File: src/rtl/valtrain_pkg.sv
// Shared valid-lane training definitions: base byte, pattern width, checker states
// and the rotated training pattern used by both transmitter and receiver checker.
package valtrain_pkg;

   localparam int VT_PAT_W = 32;
   localparam logic [7:0] VT_BASE_BYTE = 8'hF0;

   // Unrotated word the transmitter sends during valid-lane training.
   localparam logic [VT_PAT_W-1:0] VT_TX_PATTERN = {4{VT_BASE_BYTE}};

   typedef enum logic [1:0] {
      ST_IDLE  = 2'd0,
      ST_CHECK = 2'd1,
      ST_DONE  = 2'd2
   } vt_state_e;

   // Base byte rotated right by rot, replicated across the word.
   function automatic logic [VT_PAT_W-1:0] vt_pattern(input logic [2:0] rot);
      logic [15:0] dbl;
      dbl = {VT_BASE_BYTE, VT_BASE_BYTE} >> rot;
      return {4{dbl[7:0]}};
   endfunction

endpackage

File: src/rtl/valtrain_rot_match.sv
// Combinational search of a received word against all eight pattern rotations.
// Zero latency; reports the lowest matching rotation.
module valtrain_rot_match
   import valtrain_pkg::*;
(
   input  logic [VT_PAT_W-1:0] i_word,
   output logic                o_match,
   output logic [2:0]          o_rot
);

   // Descending scan so the lowest matching rotation is the last one written.
   always_comb begin
      o_match = 1'b0;
      o_rot   = 3'd0;
      for (int r = 7; r >= 0; r--) begin
         if (i_word == vt_pattern(3'(r))) begin
            o_match = 1'b1;
            o_rot   = 3'(r);
         end
      end
   end

endmodule

File: config.mk
export PLATFORM = sky130hd
export DESIGN_NAME = valtrain_rot_match
export DESIGN_NICKNAME = d
export VERILOG_FILES = /design/src/rtl/valtrain_pkg.sv /design/src/rtl/valtrain_rot_match.sv
export SDC_FILE = /design/constraint.sdc
export NUM_CORES = 1
export LEC_CHECK = 0
export ABC_AREA = 0
export BUFFER_PORTS_ARGS = -buffer_cell sky130_fd_sc_hd__buf_2
export CAP_MARGIN = 20
export CORE_AREA = 2 2 39 41
export DETAILED_ROUTE_END_ITERATION = 8
export DIE_AREA = 0 0 41 43
export PLACE_DENSITY = 0.6
export REMOVE_ABC_BUFFERS = 1
export SLEW_MARGIN = 20
export SYNTH_ARGS = -nofsm -noshare
export SYNTH_HDL_FRONTEND = slang
export SYNTH_SLANG_ARGS = --single-unit
File: constraint.sdc
create_clock -name vclk -period 1.63
set_input_delay 0.2445 -clock vclk [all_inputs]
set_output_delay 0.2445 -clock vclk [all_outputs]
set_load 0.01 [all_outputs]
Word level (Yosys, flattened, before mapping). Cells that the tools add are included.

Mux-type cells: 16. Eq/ne operators: 8.

Operators with widths (number): == test 32 bit (second input constant) (4); == test 32 x 28 -> 1 bit (second input constant) (1); == test 32 x 29 -> 1 bit (second input constant) (1); == test 32 x 30 -> 1 bit (second input constant) (1); == test 32 x 31 -> 1 bit (second input constant) (1); 2-to-1 mux 3 bit (8); 2-to-1 mux 1 bit (8).

Register bits after elaboration: 0. Output and inout bits: 4.

Depth between registers and ports, before layout.
Depth after elaboration: 9. Gate-level depth with buffers: 5.

Least setup slack after synthesis. No wires, ideal clock.

Path kind: input to output. From: input port i_word[17]. To: output port o_match. Path buffers: 0. Cell stages on the path: 5. Arrival time: 1181 ps. Path slack: 205 ps. Data required time: 1385 ps. Cell sequence: and4bb_1 -> nand4_2 -> nor3_2 -> a21oi_1 -> o22ai_1.

Cells in the longest elaborated chain, start to end: 9. Elaborated cells on any way between the ends: 16.

RTL lines: from (decl) (RTL line valtrain_rot_match.sv:6) `input logic [VT_PAT_W-1:0] i_word,`; == test 32 bit (RTL line valtrain_rot_match.sv:16) `if (i_word == vt_pattern(3'(r))) begin`; 2-to-1 mux 1 bit (7 in series) (RTL line valtrain_rot_match.sv:16); 2-to-1 mux 1 bit (*) (RTL line valtrain_rot_match.sv:16); to (decl) (RTL line valtrain_rot_match.sv:7) `output logic o_match,`.

Mark *: on every way between the ends. The rest lies on a longest branch, timed or not.

Worst setup path after layout.
From: input port i_word[14]. To: output port o_match.

Same word-level chain as after synthesis.

==> flow_summary.yaml <==
worst_hold_path:
  hold_end: "o_rot[1]"
  min-delay-path-class: "input pin to primary output"
  hp-start: "i_word[21]"
  holdPathStages: 4
sta:
  worst_slack_ns: -0.000212
  hold_violations: 0
  rsz0062_at_grt: "yes"
  report.final.slew_viol_count: 0
  period_share: 1.00
  fmax_ghz: 0.613
  setup_viol: 1
  maxSlewHeadroom: 0.839
  min_period_ns: 1.63
  worst_pin_slew_ns: 0.238
placement:
  gp_congestion: 0.694
  numPlacedInstances: 96
  dpl-instance-area_sq_um: 533
  dpl.hpwl_microns: 849
  place_ws_ns: -0.0407
  port_buffers: 36
power:
  p_leak_nw: 0.298
  swShare: 0.338
  p_sw_mw: 0.0260
  vdd_drop_max_mv: 0.0541
  power.density_nw_per_um2: 129
  p_clk_frac: 0
  power_frac_seq: 0
  p_int_mw: 0.0509
  p_comb_frac: 1.000
  p_total_mw: 0.0769
setup_path:
  critical_path_depth: 7
  critPathMaxStageDelay_ns: 0.29
  crit_type: "input pin to primary output"
  critical_path.slowest_cell: "nor4bb_2"
  path_buf_inv: 2
  critical_path_arrival_ns: 1.39
  worstPathRequired_ns: 1.39
  path_delay_family: "simple AND/OR/NAND/NOR gates"
  worstSetupEndpointType: "primary output"
  cp_max_fo: 3
  start_kind: "input pin"
  critical_path.cell_chain: "buf_6, nor4bb_2, nand2_1, nor3_4, a21oi_1, o22ai_1, buf_2"
synthesis:
  synth_area_leaders: "and4bb_2, nand4bb_1, nor4bb_1, and4bb_1, a21oi_1"
  yosys.area.top_type: "and4bb_2"
  synth_top_cell_area_share: 0.154
  synthCells: 43
  synth_cell_type_count: 17
  synth_most_common_cell: "nand2_1"
  yosysWarnings: 0
  syn_area_per_cell_sq_um: 7.57
  syn_area_sq_um: 325
  seq_area_frac_synth: 0
  synthTopCellsByCount: "nand2_1, a21oi_1"
floorplanning:
  dieArea_sq_um: 1760
  initial_core_util: 0.235
  die_x_microns: 41
  die_h_microns: 43
  core_area_sq_um: 1380
  io_pins: 36
  row_count: 14
global_route:
  grt_max_degree: 5
  track_usage: 0.0979
  grt_pass1_wl_microns: 1320
  overflow: 0
  antenna_found_initial: 0
  grt_pass1_vias: 382
drt:
  wl_per_cell_microns: 11.3
  vias: 490
  vias_per_cell: 5.10
  wl_microns: 1090
  top_layer: "met3"
  drc_errors: 0
  wirelength_met1_microns: 389
  initialDrtViolationCount: 3
  ant_nets: 0
  wl_met2_microns: 617
  firstDrtPassIters: 3
  wl_met3_microns: 81
run:
  drv_cap: 0
cells_and_area:
  layout-drive-gt1-share: 0.650
  seq_cell_count: 0
  diodes: 0
  stdcell_count: 96
  nets: 114
  fin_area_sq_um: 597
  nClkBuffers: 0
  seq_area_sq_um: 0
  synthToLayoutAreaGrowth_pct: 83.5
run_status:
  status: "finished, violations left"
  violations: "setup timing"
==> worst max path at each step <==
stage / start / end / slack, ns
after floorplan: i_word[17] / o_match / 0.20
final: i_word[14] / o_match / -0.0002
after detailed placement: i_word[17] / o_match / -0.04
after global routing: i_word[14] / o_match / -0.11
after global placement: i_word[17] / o_match / -0.02
after CTS: i_word[17] / o_match / 0.001
==> final cells by class <==
type                            instances  area [sq um]
Fill cell                             143           787
Multi-Input combinational cell         42           367
Timing Repair Buffer                   37           206
Tap cell                               16          20.0
Inverter                                1          3.75
==> cells by family (layout without fill, tap and decap cells) <==
logic type | Yosys count | after routing | share of synthesized area
AND/OR/NAND/NOR | 33 | 33 | 0.838
AO/OA/AOI/OAI | 9 | 9 | 0.150
buffers and inverters | 1 | 38 | 0.0115
==> layout by cell type (no fill, tap or decap), types with 2 or more instances in the layout <==
master,synthesis,layout
and4bb_2,4,4
and4bb_1,3,3
nand2_2,1,2
nand2_1,6,5
nand4bb_1,4,4
a21oi_1,5,5
nor2_1,4,3
nor3_4,0,2
buf_2,0,33
nor4bb_2,0,2
nor2_2,2,3
o21ai_0,2,2
buf_6,0,3
==> through the flow <==
step / hold WS [ns] / TNS [ns] / utilization
global route: 0.977 / -0.202 / 0.431
CTS: 0.928 / 0 / 0.385
floorplan: 0.665 / 0 / -
finish: 0.952 / -0.000212 / 0.431
global placement: 0.896 / -0.0176 / 0.385
detailed placement: 0.903 / -0.0407 / 0.385
==> worst min-delay path: stages <==
cell and delay (ns):
buf_2 0.11, nand4_2 0.14, a21oi_1 0.08, buf_2 0.14
==> layer usage <==
layer,up-vias,global-route usage
met3,0,0
met2,22,0.181
li1,251,-
met1,217,0.127
met4,0,0
met5,-,0
==> power groups by stage <==
| stage | clock, mW | combinational, mW | sequential (mW) |
|---|---|---|---|
| 4_1_cts | 0 | 0.0645 | 0 |
| 3_5_place_dp | 0 | 0.0644 | 0 |
| 2_1_floorplan | 0 | 0.0203 | 0 |
| 3_3_place_gp | 0 | 0.0621 | 0 |
| 5_1_grt | 0 | 0.0827 | 0 |
| 6_report | 0 | 0.0769 | 0 |
==> repair_timing <==
action	in CTS	in global routing
pin swaps	2	3
cloned	0	0
setup endpoints to repair	1	4
hold buffers	0	0
buffers inserted	0	0
resized for setup	0	11
Power figures use the tool's default switching activity.
